===== config.mk =====
export PLATFORM = sky130hd
export DESIGN_NAME = window_gen_3x3
export DESIGN_NICKNAME = d
export VERILOG_FILES = /design/src/rtl/conv_pkg.sv /design/src/rtl/line_buffer.sv /design/src/rtl/window_gen_3x3.sv
export SDC_FILE = /design/constraint.sdc
export NUM_CORES = 1
export LEC_CHECK = 0
export CORE_MARGIN = 2
export CORE_UTILIZATION = 26
export DETAILED_ROUTE_END_ITERATION = 12
export PLACE_DENSITY = 0.44
export SKIP_CTS_REPAIR_TIMING = 1
export SYNTH_ARGS = -nofsm -noshare
export SYNTH_HDL_FRONTEND = slang
export SYNTH_SLANG_ARGS = --single-unit

===== constraint.sdc =====
create_clock -name clk -period 11.1 [get_ports clk]
set_clock_uncertainty 0.15 [all_clocks]
set_input_delay 1.11 -clock clk [delete_from_list [all_inputs] [get_ports clk]]
set_output_delay 1.11 -clock clk [all_outputs]
set_load 0.1 [all_outputs]

===== src/rtl/conv_pkg.sv =====
// Shared definitions for the 3x3 convolution path.
// Row words pack three pixels: left in the MSBs, right in the LSBs.
package conv_pkg;

  localparam int PIX_W_DEF  = 16;
  localparam int ROW_W      = 3 * PIX_W_DEF;
  localparam int LEFT_MSB   = 47;
  localparam int CENTRE_MSB = 31;
  localparam int RIGHT_MSB  = 15;

endpackage


===== src/rtl/line_buffer.sv =====
// Two-line pixel store {L2, L1}; one shared address.
// Reads are combinational and return the old word on a same-cycle write.
module line_buffer #(
  parameter int DEPTH = 8,
  parameter int WIDTH = 32,
  parameter int AW    = $clog2(DEPTH)
) (
  input  logic             clk,
  input  logic             we,
  input  logic [AW-1:0]    addr,
  input  logic [WIDTH-1:0] wdata,
  output logic [WIDTH-1:0] rdata
);

  logic [WIDTH-1:0] mem [DEPTH];

  assign rdata = mem[addr];

  always_ff @(posedge clk) begin
    if (we) mem[addr] <= wdata;
  end

endmodule


===== src/rtl/window_gen_3x3.sv =====
// Raster pixel stream to 3x3 interior windows.
// Two line buffers plus three row shift registers; one-entry output stage.
module window_gen_3x3
  import conv_pkg::*;
#(
  parameter int PIX_W = PIX_W_DEF,
  parameter int IMG_W = 8,
  parameter int IMG_H = 8
) (
  input  logic               clk,
  input  logic               rst,
  input  logic [PIX_W-1:0]   pix_data,
  input  logic               pix_valid,
  input  logic               pix_sof,
  output logic               pix_ready,
  output logic [3*PIX_W-1:0] im1,
  output logic [3*PIX_W-1:0] im2,
  output logic [3*PIX_W-1:0] im3,
  output logic               win_valid,
  input  logic               win_ready,
  output logic               win_last,
  output logic               frame_done
);

  localparam int CW = $clog2(IMG_W);
  localparam int RW = $clog2(IMG_H);
  localparam logic [CW-1:0] COL_MAX = CW'(IMG_W - 1);
  localparam logic [RW-1:0] ROW_MAX = RW'(IMG_H - 1);

  logic [CW-1:0]      col;
  logic [CW-1:0]      cur_col;
  logic [RW-1:0]      row;
  logic [RW-1:0]      cur_row;
  logic               accept;
  logic               at_eol;
  logic               at_eof;
  logic               is_win;
  logic [PIX_W-1:0]   l1;
  logic [PIX_W-1:0]   l2;
  logic [2*PIX_W-1:0] lb_rd;
  logic [3*PIX_W-1:0] top_sr;
  logic [3*PIX_W-1:0] mid_sr;
  logic [3*PIX_W-1:0] bot_sr;
  logic [3*PIX_W-1:0] top_nx;
  logic [3*PIX_W-1:0] mid_nx;
  logic [3*PIX_W-1:0] bot_nx;

  assign pix_ready = !win_valid || win_ready;
  assign accept    = pix_valid && pix_ready;

  // sof restarts the raster at (0,0) for this pixel
  assign cur_col = pix_sof ? '0 : col;
  assign cur_row = pix_sof ? '0 : row;
  assign at_eol  = cur_col == COL_MAX;
  assign at_eof  = at_eol && (cur_row == ROW_MAX);
  assign is_win  = (cur_row >= RW'(2)) && (cur_col >= CW'(2));

  line_buffer #(
    .DEPTH (IMG_W),
    .WIDTH (2 * PIX_W)
  ) u_line_buffer (
    .clk   (clk),
    .we    (accept),
    .addr  (cur_col),
    .wdata ({l1, pix_data}),
    .rdata (lb_rd)
  );

  assign l2 = lb_rd[2*PIX_W-1:PIX_W];
  assign l1 = lb_rd[PIX_W-1:0];

  assign top_nx = {top_sr[2*PIX_W-1:0], l2};
  assign mid_nx = {mid_sr[2*PIX_W-1:0], l1};
  assign bot_nx = {bot_sr[2*PIX_W-1:0], pix_data};

  always_ff @(posedge clk or posedge rst) begin
    if (rst) begin
      col        <= '0;
      row        <= '0;
      top_sr     <= '0;
      mid_sr     <= '0;
      bot_sr     <= '0;
      im1        <= '0;
      im2        <= '0;
      im3        <= '0;
      win_valid  <= 1'b0;
      win_last   <= 1'b0;
      frame_done <= 1'b0;
    end else begin
      frame_done <= accept && at_eof;
      if (accept) begin
        top_sr <= top_nx;
        mid_sr <= mid_nx;
        bot_sr <= bot_nx;
        if (at_eol) begin
          col <= '0;
          row <= at_eof ? '0 : cur_row + 1'b1;
        end else begin
          col <= cur_col + 1'b1;
          row <= cur_row;
        end
        win_valid <= is_win;
        win_last  <= is_win && at_eof;
        if (is_win) begin
          im1 <= top_nx;
          im2 <= mid_nx;
          im3 <= bot_nx;
        end
      end else if (win_ready) begin
        win_valid <= 1'b0;
        win_last  <= 1'b0;
      end
    end
  end

endmodule

==> Flow_metrics.wiki <==
{| class="wikitable"
! Metric !! Value
|-
| Post-place setup slack || 6.265 ns
|-
| Maximum fanout along the worst path || 4
|-
| Routed vias || 11150
|-
| Clock power share || 39.9%
|-
| Area of the core || 74450 um^2
|-
| Fraction of layout cells with a size suffix above 1 || 16.11%
|-
| Sequential share of power || 49.1%
|-
| Net count after synthesis || 1368
|-
| Part of the total power dissipated in combinational logic || 11.0%
|-
| Register bit total from synthesis || 505
|-
| Capturing point of the worst reg2reg path || u_line_buffer.mem[7][20]$_DFFE_PP_
|-
| Die X || 278.5 um
|-
| Slew of the pin with the lowest slew margin || 1.144 ns
|-
| Vias in the first global route || 11360
|-
| Proportion of netlist area held by the largest area contributor || 39.25%
|-
| Power density of the placed cells || 189.6 nW/um^2
|-
| DRT Pass-1 Iters || 5
|-
| Clock tree from TritonCTS || yes
|-
| Violation count after the first detailed-routing iteration || 667
|-
| Unrepaired setup endpoints after global routing || no
|-
| P_sw || 1.201 mW
|-
| Pin count of the biggest net entering global routing || 121
|-
| Worst Hold Path Cells || 2
|-
| Syn_area_per_cell || 14.58 um^2
|-
| Reg2reg path depth || 5
|-
| Part of the Yosys area used for sequential elements || 71.07%
|-
| Post-layout instance count excluding filler cells || 2521
|-
| Kind of capture point of the worst setup path || primary output
|-
| Std cell rows || 100
|-
| Internal power consumption || 3.373 mW
|-
| Cell types with the largest area share after synthesis || edfxtp_1 39%, dfrtp_1 32%, mux2_4 6.6%
|-
| Io pins || 169
|-
| Classification of the worst setup path || in -> out
|-
| Async SR Flop Fraction || 49.31%
|-
| Hold crit path type || reg -> reg
|-
| Arrival @ worst endpoint || 3.05 ns
|-
| Switching power share of the total || 26.25%
|-
| Drc violations || 0
|-
| Initial cell density of the core || 26.31%
|-
| Layout area overhead || 23.18%
|-
| Start of the worst register-to-register path || col[0]$_DFFE_PP0P_
|-
| Total routing resource utilization after global routing || 13.30%
|-
| Layout fillers || 7276
|-
| Number of hold violations in the final report || 0
|-
| Status || finished, final reports clean
|-
| Worst vdd rail ir drop || 0.0001119 V
|-
| Area of the die || 77530 um^2
|-
| Detailed Place HPWL || 31250 um
|-
| GP Congestion || 0.7058
|-
| Total of max-cap violations || 0
|-
| R2R setup slack || 6.83 ns
|-
| Number of instances in the synthesized netlist || 1343
|-
| Hold path startpoint || mid_sr[24]$_DFFE_PP0P_
|-
| Static leakage power || 9.998 nW
|-
| Clock slew seen by the registers of the worst setup and hold paths || 0.06 ns
|-
| Area of the mapped netlist || 19580 um^2
|-
| Count of unique library cells instantiated by Yosys || 38
|-
| Most common library cells after synthesis || 269 x nand2_1, 256 x edfxtp_1, 249 x dfrtp_1, 86 x mux2_4, 84 x mux2i_1
|-
| Routed length per instance || 20.48 um
|-
| Number of antenna violations at the first check in global routing || 0
|-
| Chip height || 278.5 um
|-
| Total wire length || 51640 um
|-
| Dpl cells || 2421
|-
| Cell chosen for the clock root || clkbuf_16
|-
| Final period demand of the worst path || 4.307 ns
|-
| Most frequent cell after synthesis || nand2_1
|-
| Max H-tree Level || 2
|-
| Clock sinks || 505
|-
| Setup TNS Final || 0 ns
|-
| Vias per Instance || 4.423
|-
| Clk Latency, worst-skew pair || 0.61 ns
|-
| Maximum number of buffers from clock root to sink || 3
|-
| Required time worst endpoint || 9.84 ns
|-
| Count of final setup violators || 0
|-
| Global-route wire length before repair || 77510 um
|-
| Pins Over Slew Limit || 0
|-
| Number of routed nets with antenna violations || 0
|-
| Antenna diode count || 0
|-
| Critical path startpoint category || input port
|-
| Achievable clock frequency || 0.2322 GHz
|-
| Leftover overflow at the end of global routing || 0
|-
| WHS Endpoint || mid_sr[24]$_DFFE_PP0P_
|-
| Number of synthesized flops with an enable pin || 256
|-
| Relative max-transition margin || 23.62%
|-
| Fin worst setup slack || 6.793 ns
|-
| Top flip-flop cell by instance count after synthesis || edfxtp_1
|-
| Cts bufs inserted || 53
|-
| Total Nets Final || 1532
|-
| Post-route fraction of the period consumed by the critical path || 38.80%
|-
| Cell type with the highest aggregate area in the netlist || edfxtp_1
|-
| Number of warning messages in the yosys log || 0
|-
| I/O Buffers || 168
|}
[cells by family after synthesis]
kind of cell    after synthesis  synth area share (%)
buf+inv                      86                 2.115
fa+ha+maj                     4                0.2556
simple gates                368                 7.558
flops                       505                 71.07
mux                         208                 13.07
compound gates              172                 5.929
[flip-flops by register name (all words and copies together), names as in the netlist]
| name | count |
|---|---|
| mid_sr | 32 |
| top_sr | 32 |
| row | 3 |
| u_line_buffer.mem | 256 |
| im2 | 48 |
| bot_sr | 32 |
| win_valid | 1 |
| frame_done | 1 |
| win_last | 1 |
| col | 3 |
| im1 | 48 |
| im3 | 48 |
[layer usage]
metal  track usage (%)  wire, um  vias to the layer above
met5                 0         0                        -
met4             3.281       916                        0
met3             2.737      2439                       64
met2             20.72     23300                      220
met1             18.90     24980                     5679
li1                  -         -                     5187
[cell usage in the layout, fill, tap and decap left out, drive strengths merged, types with 8 or more instances in the layout]
cell | Yosys | final
clkdlybuf4s50 | 0 | 167
a211oi | 21 | 21
dfrtp | 249 | 249
o21ai | 37 | 37
a22oi | 16 | 16
nand2b | 18 | 18
mux2 | 124 | 124
buf | 29 | 23
a22o | 17 | 17
clkbuf | 52 | 73
a221oi | 11 | 11
inv | 4 | 8
nand2 | 269 | 269
o22ai | 31 | 31
nor2 | 62 | 62
clkinv | 1 | 13
edfxtp | 256 | 256
mux2i | 84 | 84
a31oi | 31 | 31
[worst max path at each step]
| stage | from | end | slack (ns) | depth (start not counted) |
|---|---|---|---|---|
| floorplan | rst | bot_sr[0]$_DFFE_PP0P_ | 3.00 | 1 |
| global placement | pix_sof | im1[26]$_DFFE_PP0P_ | 6.28 | 8 |
| detailed placement | pix_sof | im1[23]$_DFFE_PP0P_ | 6.26 | 8 |
| CTS | col[0]$_DFFE_PP0P_ | u_line_buffer.mem[7][20]$_DFFE_PP_ | 6.72 | 5 |
| global route | col[0]$_DFFE_PP0P_ | u_line_buffer.mem[7][25]$_DFFE_PP_ | 6.57 | 5 |
| finish | win_ready | pix_ready | 6.79 | 3 |
[layout make-up]
cell class,count,area (um^2),area share [%]
flip-flops and latches,505,13920,57.71
multi-input cells,752,5328,22.09
repair buffers,190,1842,7.635
clock buffers,73,1463,6.063
well taps,969,1212,5.026
clock inverters,27,330.3,1.369
inverters,5,26.28,0.1089
[per-stage QoR]
step	hold WS [ns]	utilization, %	instance area [um^2]	power (mW)
after detailed placement	0.3120	30.00	22330	2.799
final	0.3224	32.40	24120	4.574
after global routing	0.3442	32.40	24120	4.780
after global placement	0.3075	30.00	22330	2.792
after floorplan	0.2919	-	19580	2.574
after CTS	0.3272	32.40	24120	4.653
[power by group through the flow]
| stage | clock [mW] | combinational (mW) | sequential, mW |
|---|---|---|---|
| floorplan | 0 | 0.349 | 2.23 |
| global placement | 0 | 0.513 | 2.28 |
| detailed placement | 0 | 0.517 | 2.28 |
| CTS | 1.89 | 0.519 | 2.25 |
| global route | 1.96 | 0.563 | 2.26 |
| finish | 1.83 | 0.503 | 2.24 |
[worst max-delay path, stage by stage]
cell	delay, ns
clkdlybuf4s50_1	0.50
nand2b_1	0.25
clkdlybuf4s50_1	1.18
Power figures use the tool's default switching activity.
==> edit 1: new RTL, same flow settings <==
Change the parameter `IMG_W` from 8 to 4.
--- a/src/rtl/window_gen_3x3.sv
+++ b/src/rtl/window_gen_3x3.sv
@@ -4,7 +4,7 @@
   import conv_pkg::*;
 #(
   parameter int PIX_W = PIX_W_DEF,
-  parameter int IMG_W = 8,
+  parameter int IMG_W = 4,
   parameter int IMG_H = 8
 ) (
   input  logic               clk,
Function: no difference found for any inputs over 10 cycles, from zero or initial values and one cycle with rst high; that may be too few to reach the edited logic, so the function may still have changed.
==> edit 1 against the unedited design <==
Total power decreased by 22%. Setup slack got worse by 0.22 ns. Routed wire length decreased by 27%. Area after synthesis decreased by 27%. Final area decreased by 24%. First-iteration DRC count decreased by 38%. Non-clock buffer count decreased by 5. Sequential cell count decreased by 129.
==> edit 1: results (changes against the unedited design) <==
- Total GRT Usage: 13.4% (+0.063 points)
- Max Buffers Root-to-Sink: 3 (unchanged)
- Post-DP Area: 16,800 um2 (-25%)
- Placed Cells: 1,728 (-29%)
- Worst Hold Class: reg2reg
- Worst-margin pin slew: 1.06 ns (-0.0863 ns)
- Post-DP HPWL: 22.4 mm (-28%)
- Post-synth cell types: 34 (-11%)
- Max reg flops: 128 (-50%)
- Initial antenna violation count: 0 (unchanged)
- Most frequent cells after synthesis: 248 x dfrtp_1, 183 x mux2_2, 128 x edfxtp_1, 46 x nor2_1, 35 x o21ai_0
- Synth async-reset ratio: 66.0% (+17 points)
- CTS Buf Count: 44 (-17%)
- CTS H-Tree Depth: 2 (unchanged)
- Worst-path maximum fanout: 36 (+32)
- Status: finished clean
- Ys Warns: 0 (unchanged)
- Clock Root Buffer: clkbuf_16
- Setup WS pre-CTS: 6.55 ns (+0.284 ns)
- Sequential area share after synthesis: 70.1% (-1.0 points)
- Mean number of vias per cell: 4.52 (+2.2%)
- Largest register by flop count: u_line_buffer.mem
- Initial drt markers: 412 (-38%)
- Largest net degree at the start of global routing: 67 (-45%)
- First-pass DRT Iterations: 5 (unchanged)
- Vias in the first global route: 8,593 (-24%)
- Worst-path clk slew: 0.06 ns (about the same)
- Static Leak: 7.56 nW (-24%)
- Final GP Congestion: 0.689 (-2.3%)
- Synth Instances: 897 (-33%)
- Slew Viols, Final: 0 (unchanged)
- Fin nets: 1,098 (-28%)
- Worst-skew pair later-pin latency: 0.58 ns (-0.03 ns)
- WP data arrival: 3.27 ns (+0.22 ns)
- Number of buffers added on ports: 168 (unchanged)
- Syn Nets: 925 (-32%)
- Post-synth EDFFs: 128 (-50%)
- Cells taking the most area after synthesis: dfrtp_1 43%, edfxtp_1 27%, mux2_2 14%
- Worst IR Drop VDD: 0.100 mV (-10%)
- Layout cells sized above 1: 27.7% (+12 points)
- First-pass GRT wire length: 57.1 mm (-26%)
- DRT Wirelength: 37.9 mm (-27%)
- Crit-path slowest cell: clkdlybuf4s50_1
- Max stage delay on crit path: 1.13 ns (-0.05 ns)
- DR WL/cell: 20.9 um (+2.1%)
-- edit 1: cell count changes in the layout (fill, tap and decap cells not counted), moves of 60 or more --
| cell | change |
|---|---|
| mux2_2 | +145 |
| mux2_4 | -60 |
| edfxtp_1 | -128 |
| nand2_1 | -268 |
| mux2i_1 | -79 |
-- edit 1: area by class of cell --
cell class              instances  area, um2
inverters                      14       60.1
clock buffers                  53       1190
diodes                          1       2.50
clock inverters                29        332
fillers                      5344      36500
multi-input cells             449       3980
well taps                     704        881
flip-flops and latches        376      10000
repair buffers                185       1810
-- edit 1: metal layers --
metal / GRT usage [%] / vias up / part of all wire (%)
li1: - / 3694 / -
met1: 18.3 / 4237 / 47
met2: 20.7 / 195 / 46
met3: 3.65 / 60 / 5.9
met4: 3.83 / 0 / 2.1
met5: 0 / - / 0
-- edit 1: worst paths after layout --
kind | startpoint | to | slack [ns] | cells past startpoint
setup reg to reg | win_valid | top_sr[26] | 7.83 | 7
setup / recovery | win_ready | pix_ready | 6.57 | 5
min in group asynchronous | rst | im3[4] | 0.80 | 2
hold reg to reg | im2[0] | im2[0] | 0.34 | 1
max in group asynchronous | rst | im1[44] | 8.65 | 3
hold / removal | im2[0] | im2[0] | 0.34 | 1
-- edit 1: logic make-up after synthesis --
| logic type | synth area share (%) |
|---|---|
| compound gates | 6.62 |
| fa+ha+maj | 0.611 |
| buf+inv | 2.30 |
| flops | 70.1 |
| mux | 17.4 |
| simple gates | 2.95 |
-- edit 1: where the power goes --
group          switching, mW  internal (mW)  total (mW)
clock network          0.595          0.926        1.52
registers             0.0705           1.56        1.63
logic                  0.286          0.130       0.416
total                  0.952           2.62        3.57
-- edit 1: worst max-delay path, delay by kind of cell --
kind	cells	cell delay, ns
buffers and inverters	4	2.06
and+or+nand+nor	1	0.06
==> edit 2: new RTL, config.mk and constraints unchanged <==
Made on the original files. Reset style: synchronous (`rst`), changed in one clocked block.
--- a/src/rtl/window_gen_3x3.sv
+++ b/src/rtl/window_gen_3x3.sv
@@ -73,7 +73,7 @@
   assign mid_nx = {mid_sr[2*PIX_W-1:0], l1};
   assign bot_nx = {bot_sr[2*PIX_W-1:0], pix_data};
 
-  always_ff @(posedge clk or posedge rst) begin
+  always_ff @(posedge clk) begin
     if (rst) begin
       col        <= '0;
       row        <= '0;
Formal check against the unedited RTL: no difference found for any inputs over 4 cycles, from zero or initial values and one cycle with rst high; that may be too few to reach the edited logic, so the function may still have changed.
==> edit 2 against the unedited design <==
Via count is 12% higher. Sequential cell count unchanged. Final area fell by 2.4%. Maximum frequency is 7.8% lower. Area after synthesis shrank 2.3%. Non-clock buffer count grew 3. Synthesized cell count increased by 20%. Routed wire length grew 4.7%. Cell count grew 9.1%. Setup slack lost 0.36 ns.
Power is not compared: it rests on default switching activity, and its combinational part moved more than twofold at a synthesized area within 25%.
==> edit 2: results (changes against the unedited design) <==
- Placed Cells: 2,648 (+9.4%)
- Post-synth cell types: 44 (+16%)
- FF-to-FF setup slack: 7.21 ns (+0.38 ns)
- First-pass DRT Iterations: 4 (-1)
- Syn avg cell area: 11.8 um2 (-19%)
- Largest net degree at the start of global routing: 102 (-16%)
- Hold endpoint: mid_sr[28]
- Met3 GRT Util: 2.34% (-0.40 points)
- Met3 WL: 2.10 mm (-14%)
- Sequential area share after synthesis: 66.2% (-4.9 points)
- Met2 usage: 21.9% (+1.1 points)
- R2r endpoint: u_line_buffer.mem[1][13]
- Final GP Congestion: 0.749 (+6.1%)
- Initial antenna violation count: 0 (unchanged)
- Syn Nets: 1,642 (+20%)
- First-pass GRT wire length: 79.5 mm (+2.6%)
- Met2 wire len: 24.6 mm (+5.7%)
- Cells taking the most area after synthesis: edfxtp_1 40%, dfxtp_1 26%, nand2_1 7.3%
- Fin nets: 1,771 (+16%)
- Worst reg-to-reg path cell count: 6 (+1)
- Hold_ws: 0.303 ns (-0.0192 ns)
- Metal-1 WL: 26.4 mm (+5.6%)
- HP Start: mid_sr[28]
- Launching point of the worst reg2reg path: win_valid
- Status: finished clean
- Most frequent cells after synthesis: 374 x nand2_1, 256 x edfxtp_1, 249 x dfxtp_1, 211 x a21oi_1, 77 x nor2_1
- DR WL/cell: 19.7 um (-4.0%)
- Compound-cell area share of the yosys netlist: 13.2% (+7.3 points)
- Vias in the first global route: 12,003 (+5.7%)
- Crit-path slowest cell: and3_1
- Total GRT Usage: 13.9% (+0.65 points)
- Mux share of post-synthesis cell area: 5.23% (-7.8 points)
- Worst-path maximum fanout: 78 (+74)
- Delay-heaviest family, CP: buffers and inverters
- Post-Synth Adder-Cell Area: 0.261% (+0.0059 points)
- Max stage delay on crit path: 0.88 ns (-0.30 ns)
- Mean number of vias per cell: 4.54 (+2.7%)
- CTS Buf Count: 55 (+3.8%)
- Initial drt markers: 732 (+9.7%)
- Antenna Cells: 0 (unchanged)
- Synth async-reset ratio: 0% (-49 points)
- WP data arrival: 4.78 ns (+1.73 ns)
- Layout cells sized above 1: 12.8% (-3.3 points)
- Rel. slew slack: 24.1% (+0.51 points)
-- edit 2: worst max-delay path by stage --
stage | depth (start not counted) | slack [ns] | startpoint | to
2_1_floorplan | 5 | 6.14 | win_ready | u_line_buffer.mem[4][0]
3_3_place_gp | 7 | 5.80 | pix_valid | u_line_buffer.mem[1][7]
3_5_place_dp | 7 | 5.72 | pix_valid | u_line_buffer.mem[1][7]
4_1_cts | 7 | 6.34 | pix_valid | u_line_buffer.mem[1][13]
5_1_grt | 7 | 6.22 | pix_valid | u_line_buffer.mem[1][13]
6_report | 7 | 6.43 | pix_valid | u_line_buffer.mem[1][13]
-- edit 2: area by class of cell --
class | count | area [um2]
fill | 7283 | 49400
sequential | 505 | 12700
multi-input combinational | 987 | 5910
timing repair buffer | 193 | 1870
clock buffer | 77 | 1610
tap | 959 | 1200
clock inverter | 25 | 265
inverter | 4 | 15.0
-- edit 2: kinds of logic (layout without fill, tap and decap cells) --
logic type,Yosys count,after routing
mux,96,96
compound gates,348,348
simple gates,539,539
buf+inv,125,299
fa+ha+maj,4,4
flops,505,505
-- edit 2: through the flow --
stage	instance area [um2]	setup slack, ns
floorplan	19100	6.14
global placement	21700	5.80
detailed placement	21700	5.72
CTS	23500	6.34
global route	23500	6.22
finish	23500	6.43
-- edit 2: worst register-to-register path, stage by stage (launching register included) --
cell	delay, ns
dfxtp_1	0.31
nor2b_2	0.18
nor2_4	0.09
buf_4	0.57
buf_4	0.89
and3_1	0.90
buf_4	0.45
-- edit 2: power breakdown --
group          switching [mW]  total, mW  internal [mW]
Clock                   0.753       1.88           1.12
Sequential             0.0318       2.04           2.01
Combinational           0.139      0.208         0.0683
